**config.mk**
```make
export PLATFORM = sky130hd
export DESIGN_NAME = oled_spi_sink
export DESIGN_NICKNAME = d
export VERILOG_FILES = /design/src/rtl/oled_spi_sink.sv
export SDC_FILE = /design/constraint.sdc
export NUM_CORES = 2
export LEC_CHECK = 0
export BUFFER_PORTS_ARGS = -buffer_cell sky130_fd_sc_hd__buf_2
export CORE_MARGIN = 8
export CORE_UTILIZATION = 40
export CTS_BUF_LIST = sky130_fd_sc_hd__clkbuf_4 sky130_fd_sc_hd__clkbuf_8
export CTS_CLUSTER_DIAMETER = 80
export CTS_CLUSTER_SIZE = 25
export DETAILED_ROUTE_END_ITERATION = 7
export MAX_ROUTING_LAYER = met4
export SLEW_MARGIN = 10
export SYNTH_ARGS = -nofsm -noshare
export SYNTH_HDL_FRONTEND = slang
export SYNTH_SLANG_ARGS = --single-unit
```
**constraint.sdc**
```tcl
create_clock -name CLK -period 13.3 [get_ports CLK]
set_input_delay 1.33 -clock CLK [delete_from_list [all_inputs] [get_ports CLK]]
set_output_delay 1.33 -clock CLK [all_outputs]
set_load 0.01 [all_outputs]
```
**src/rtl/oled_spi_sink.sv**
```systemverilog
// Display-side receiver for the OLED serial link: samples CS/SCLK/SDO/DC, decodes page/column
// commands and stores data bytes into a 4-page x 128-column framebuffer with registered readback.
//
// decoder state | meaning
// D_IDLE        | next command byte is an opcode
// D_PAGE_ARG    | next command byte is the page argument of 0x22
module oled_spi_sink #(
   parameter int SCLK_MIN_HALF = 3
) (
   input  logic       CLK,
   input  logic       RST,
   input  logic       CS,
   input  logic       SCLK,
   input  logic       SDO,
   input  logic       DC,
   input  logic [8:0] RD_ADDR,
   output logic [7:0] RD_DATA,
   output logic       BYTE_VALID,
   output logic [7:0] BYTE_OUT,
   output logic       BYTE_DC,
   output logic [1:0] CUR_PAGE,
   output logic [6:0] CUR_COL,
   output logic       FRAME_DONE,
   output logic       BAD_CMD
);

   if (SCLK_MIN_HALF < 1) begin : g_bad_param
      $error("SCLK_MIN_HALF must be at least 1");
   end

   typedef enum logic {
      D_IDLE     = 1'b0,
      D_PAGE_ARG = 1'b1
   } dec_state_e;

   logic [1:0] cs_sync_q, cs_sync_d;
   logic [2:0] sclk_sync_q, sclk_sync_d;
   logic [1:0] sdo_sync_q, sdo_sync_d;
   logic [1:0] dc_sync_q, dc_sync_d;
   logic       cs_s, sdo_s, dc_s, sclk_rise;

   logic [7:0] shift_q, shift_d;
   logic [2:0] bit_cnt_q, bit_cnt_d;
   logic       done_q, done_d;
   logic [7:0] done_byte_q, done_byte_d;
   logic       done_dc_q, done_dc_d;

   dec_state_e state_q, state_d;
   logic [1:0] page_q, page_d;
   logic [6:0] col_q, col_d;
   logic       byte_valid_q, byte_valid_d;
   logic [7:0] byte_out_q, byte_out_d;
   logic       byte_dc_q, byte_dc_d;
   logic       frame_done_q, frame_done_d;
   logic       bad_cmd_q, bad_cmd_d;
   logic [7:0] rd_data_q, rd_data_d;

   logic       fb_we;
   logic [8:0] fb_waddr;
   logic [7:0] fb_mem [0:511];

   // All four pins see the same synchroniser depth so SDO/DC line up with the detected SCLK edge.
   always_comb begin
      cs_sync_d   = {cs_sync_q[0], CS};
      sclk_sync_d = {sclk_sync_q[1:0], SCLK};
      sdo_sync_d  = {sdo_sync_q[0], SDO};
      dc_sync_d   = {dc_sync_q[0], DC};
   end

   assign cs_s      = cs_sync_q[1];
   assign sdo_s     = sdo_sync_q[1];
   assign dc_s      = dc_sync_q[1];
   assign sclk_rise = sclk_sync_q[1] & ~sclk_sync_q[2];

   always_comb begin
      shift_d     = shift_q;
      bit_cnt_d   = bit_cnt_q;
      done_d      = 1'b0;
      done_byte_d = done_byte_q;
      done_dc_d   = done_dc_q;
      if (cs_s) begin
         shift_d   = '0;
         bit_cnt_d = '0;
      end else if (sclk_rise) begin
         shift_d   = {shift_q[6:0], sdo_s};
         bit_cnt_d = bit_cnt_q + 3'd1;
         if (bit_cnt_q == 3'd7) begin
            done_d      = 1'b1;
            done_byte_d = {shift_q[6:0], sdo_s};
            done_dc_d   = dc_s;
         end
      end
   end

   always_ff @(posedge CLK or posedge RST) begin
      if (RST) begin
         cs_sync_q   <= '0;
         sclk_sync_q <= '0;
         sdo_sync_q  <= '0;
         dc_sync_q   <= '0;
         shift_q     <= '0;
         bit_cnt_q   <= '0;
         done_q      <= 1'b0;
         done_byte_q <= '0;
         done_dc_q   <= 1'b0;
      end else begin
         cs_sync_q   <= cs_sync_d;
         sclk_sync_q <= sclk_sync_d;
         sdo_sync_q  <= sdo_sync_d;
         dc_sync_q   <= dc_sync_d;
         shift_q     <= shift_d;
         bit_cnt_q   <= bit_cnt_d;
         done_q      <= done_d;
         done_byte_q <= done_byte_d;
         done_dc_q   <= done_dc_d;
      end
   end

   always_ff @(posedge CLK or posedge RST) begin
      if (RST) begin
         state_q <= D_IDLE;
      end else begin
         state_q <= state_d;
      end
   end

   // A data byte always drops a pending page argument.
   always_comb begin
      state_d = state_q;
      if (done_q) begin
         if (done_dc_q || state_q == D_PAGE_ARG) begin
            state_d = D_IDLE;
         end else if (done_byte_q == 8'h22) begin
            state_d = D_PAGE_ARG;
         end
      end
   end

   always_comb begin
      page_d       = page_q;
      col_d        = col_q;
      byte_valid_d = done_q;
      byte_out_d   = byte_out_q;
      byte_dc_d    = byte_dc_q;
      frame_done_d = 1'b0;
      bad_cmd_d    = 1'b0;
      fb_we        = 1'b0;
      fb_waddr     = {page_q, col_q};
      if (done_q) begin
         byte_out_d = done_byte_q;
         byte_dc_d  = done_dc_q;
         if (done_dc_q) begin
            fb_we        = 1'b1;
            col_d        = col_q + 7'd1;
            frame_done_d = (page_q == 2'd3) && (col_q == 7'd127);
         end else if (state_q == D_PAGE_ARG) begin
            page_d = done_byte_q[1:0];
         end else if (done_byte_q != 8'h22) begin
            if (done_byte_q[7:4] == 4'h0) begin
               col_d[3:0] = done_byte_q[3:0];
            end else if (done_byte_q[7:3] == 5'b00010) begin
               col_d[6:4] = done_byte_q[2:0];
            end else if (done_byte_q[7:2] == 6'b101100) begin
               page_d = done_byte_q[1:0];
            end else begin
               bad_cmd_d = 1'b1;
            end
         end
      end
   end

   always_ff @(posedge CLK or posedge RST) begin
      if (RST) begin
         page_q       <= '0;
         col_q        <= '0;
         byte_valid_q <= 1'b0;
         byte_out_q   <= '0;
         byte_dc_q    <= 1'b0;
         frame_done_q <= 1'b0;
         bad_cmd_q    <= 1'b0;
      end else begin
         page_q       <= page_d;
         col_q        <= col_d;
         byte_valid_q <= byte_valid_d;
         byte_out_q   <= byte_out_d;
         byte_dc_q    <= byte_dc_d;
         frame_done_q <= frame_done_d;
         bad_cmd_q    <= bad_cmd_d;
      end
   end

   // Framebuffer contents are deliberately not reset; the read register samples old data on a collision.
   always_ff @(posedge CLK) begin
      if (fb_we) begin
         fb_mem[fb_waddr] <= done_byte_q;
      end
   end

   always_comb begin
      rd_data_d = fb_mem[RD_ADDR];
   end

   always_ff @(posedge CLK or posedge RST) begin
      if (RST) begin
         rd_data_q <= '0;
      end else begin
         rd_data_q <= rd_data_d;
      end
   end

   assign RD_DATA    = rd_data_q;
   assign BYTE_VALID = byte_valid_q;
   assign BYTE_OUT   = byte_out_q;
   assign BYTE_DC    = byte_dc_q;
   assign CUR_PAGE   = page_q;
   assign CUR_COL    = col_q;
   assign FRAME_DONE = frame_done_q;
   assign BAD_CMD    = bad_cmd_q;

endmodule

```
==> impl_metrics.json <==
{
  "status": "finished, final reports clean",
  "path_buf_inv": 3,
  "synth.most_common_cell": "edfxtp_1",
  "clkTransAtPathRegs_ns": 0.15,
  "ys.flop_type": "edfxtp_1",
  "ctsResizeCount": 0,
  "crit_path_start": "RD_ADDR[1]",
  "yosysSeqAreaShare_pct": 76.6,
  "drive_above_1_share_pct": 14.9,
  "crit_family": "simple AND/OR/NAND/NOR gates",
  "setup_viol": 0,
  "io_buffers": 43,
  "wl_mm": 429,
  "endpoint_kind": "flop",
  "place.gp.congestion": 0.911,
  "period_needed_ns": 5.89,
  "setup_tns_ns": 0,
  "grt_pass1_vias": 80383,
  "drc_errors": 0,
  "postCtsHoldBufs": 0,
  "dp_slack_ns": 6.27,
  "netlist_area_sq_mm": 0.162,
  "die-area_sq_mm": 0.427,
  "dr.first_iter.drc_count": 10404,
  "clk_path_buf_depth": 4,
  "cts_tree": "built",
  "cts_setup_buffers": 0,
  "cp_data_arrival_time_ns": 6.84,
  "syn2layout_area_growth_pct": 5.51,
  "synth_edf_count": 4096,
  "drtPass1Iterations": 6,
  "vias": 81518,
  "netlist_instances": 8294,
  "crit_required_ns": 14.25,
  "peakVddDrop_mv": 0.0920,
  "hp-class": "flop to flop",
  "dp_cells": 13415,
  "synth_warnings": 0,
  "htree_levels": 4,
  "cp_slowest_cell": "a2111oi_0",
  "worstSetupPathType": "input pin to flop",
  "grt_setup_unrepaired": "false",
  "cts.sinks": 4155,
  "placed_cell_area_sq_mm": 0.168,
  "antenna_left": 0,
  "rr_startpoint": "CUR_COL[6]",
  "fp.coreArea_sq_mm": 0.405,
  "max_cap_violations": 0,
  "vias_per_cell": 5.95,
  "finalPower_uw": 20200,
  "cpPeakStageDelay_ns": 1.03,
  "die_width_um": 653,
  "cp_max_fo": 71,
  "final_cells": 13697,
  "hold_path_depth": 0,
  "grt_max_degree": 200,
  "worstHoldStart": "sdo_sync_q[0]",
  "synth_area_leader_cell": "edfxtp_1",
  "final-seq-area_sq_mm": 0.125,
  "rr_worst_depth": 3,
  "period_share_pct": 44.3,
  "path_depth": 10,
  "start_kind": "input pin",
  "num_rows": 234,
  "final_nets": 8205,
  "fmax_mhz": 170,
  "crit_top_cell": "buf_4",
  "multi_input_area_sq_mm": 0.0351,
  "final_area_sq_mm": 0.171,
  "yosys-top-cells-count": "edfxtp_1, mux2i_1, mux4_2",
  "antenna_found_initial": 32,
  "wire_per_inst_um": 31.3,
  "relSlewSlack_pct": 14.4,
  "yosysTopAreaCellShare_pct": 75.7,
  "grtUsageTotal_pct": 20.1,
  "layout_setup_ws_ns": 7.41,
  "hold_violations": 0,
  "initial_core_util_pct": 40.1,
  "clkLatencyLatePin_ns": 1.10,
  "slew_violations": 0,
  "die_y_um": 653,
  "grt_pass1_wl_mm": 608,
  "tightestPinTransition_ns": 1.27,
  "syn_avg_cell_area_sq_um": 19.6,
  "leakagePower_uw": 0.0474,
  "cts-buffers-inserted": 195,
  "ys_types": 67,
  "grt-ovfl-total": 0,
  "dp_hpwl_mm": 263,
  "nFillCells": 35046,
  "fin_skew_ns": 0.0931,
  "path_cells": "buf_8 -> or2_4 -> buf_4 -> buf_4 -> o22ai_1 -> a2111oi_0 -> nor4_1 -> nand3_1 -> nand4_1 -> and3_1",
  "synth-seq-cells": 4155,
  "power_density_mw_per_mm2": 118,
  "cts_root_buf": "clkbuf_8",
  "syn_nets": 8315,
  "ios": 44,
  "async_flop_share_pct": 1.42,
  "synth_area_leaders": "edfxtp_1, mux4_2, mux2i_1"
}
==> stage by stage <==
step,hold WS [ns],util [%]
4_1_cts,0.262,42.3
3_5_place_dp,0.338,41.5
2_1_floorplan,0.331,-
3_3_place_gp,0.334,41.5
5_1_grt,0.290,42.3
6_report,0.366,42.3
==> power by group <==
part	internal [uW]	switching, uW	total, uW
clock	1560	3750	5310
sequential	14100	11.9	14200
combinational	217	482	699
total	15900	4240	20200
==> area by class of cell <==
class | count | area share [%]
inverter | 11 | 0.0307
multi-input combinational | 3610 | 20.5
sequential | 4155 | 72.6
clock buffer | 241 | 1.79
antenna | 22 | 0.0321
timing repair buffer | 211 | 0.995
clock inverter | 19 | 0.110
tap | 5428 | 3.96
==> per-layer routing <==
metal,vias up,global-route usage [%],wire length [um]
met5,-,-,0
met4,0,5.89,14600
met3,599,3.52,37000
met2,3655,31.1,203000
met1,43619,27.4,174000
li1,33645,-,-
==> kinds of logic (layout without fill, tap and decap cells) <==
logic type               after synthesis  count (layout)  share of synthesized area, %
flip-flops                          4155            4155                          76.6
multiplexers                        1444            1444                          14.2
other                                  0              22                             0
AND/OR/NAND/NOR                     1234            1234                          3.38
adder cells (fa/ha/maj)                6               6                        0.0462
XOR/XNOR                               1               1                       0.00539
buffers and inverters                529             482                          1.93
AO/OA/AOI/OAI                        925             925                          3.87
==> worst paths after layout <==
path	to	slack, ns
setup / recovery	RD_DATA[0]	7.41
hold / removal	sdo_sync_q[1]	0.37
setup reg to reg	fb_mem[288][5]	9.19
hold reg to reg	sdo_sync_q[1]	0.37
max in group asynchronous	done_byte_q[2]	12.08
min in group asynchronous	BYTE_OUT[0]	0.52
==> sequential cells by signal, summed over array words and instances (netlist names), 3 cells and up <==
signal and cells:
sclk_sync_q 3, done_byte_q 8, BYTE_OUT 8, CUR_COL 7, shift_q 7, fb_mem 4096, RD_DATA 8, bit_cnt_q 3
==> placed cells by master (no fill, tap or decap), types with 29 or more instances in the layout <==
cell type  netlist  final
mux2i_1        739    739
a21oi_1        150    150
a22oi_1         32     32
buf_4           46    153
nand2_1        178    169
nor3_1         176    174
clkbuf_4         1     41
nor4_1          64     63
nand4_1         29     29
o22ai_1        246    246
o221ai_1       211    211
mux4_2         681    681
nand3_1         51     49
nor2_1         631    628
clkbuf_8         0    200
dfrtp_1         59     51
edfxtp_1      4096   4096
buf_2           80     39
o21ai_0        112    112
No activity file was read; power rests on OpenSTA's default activity.
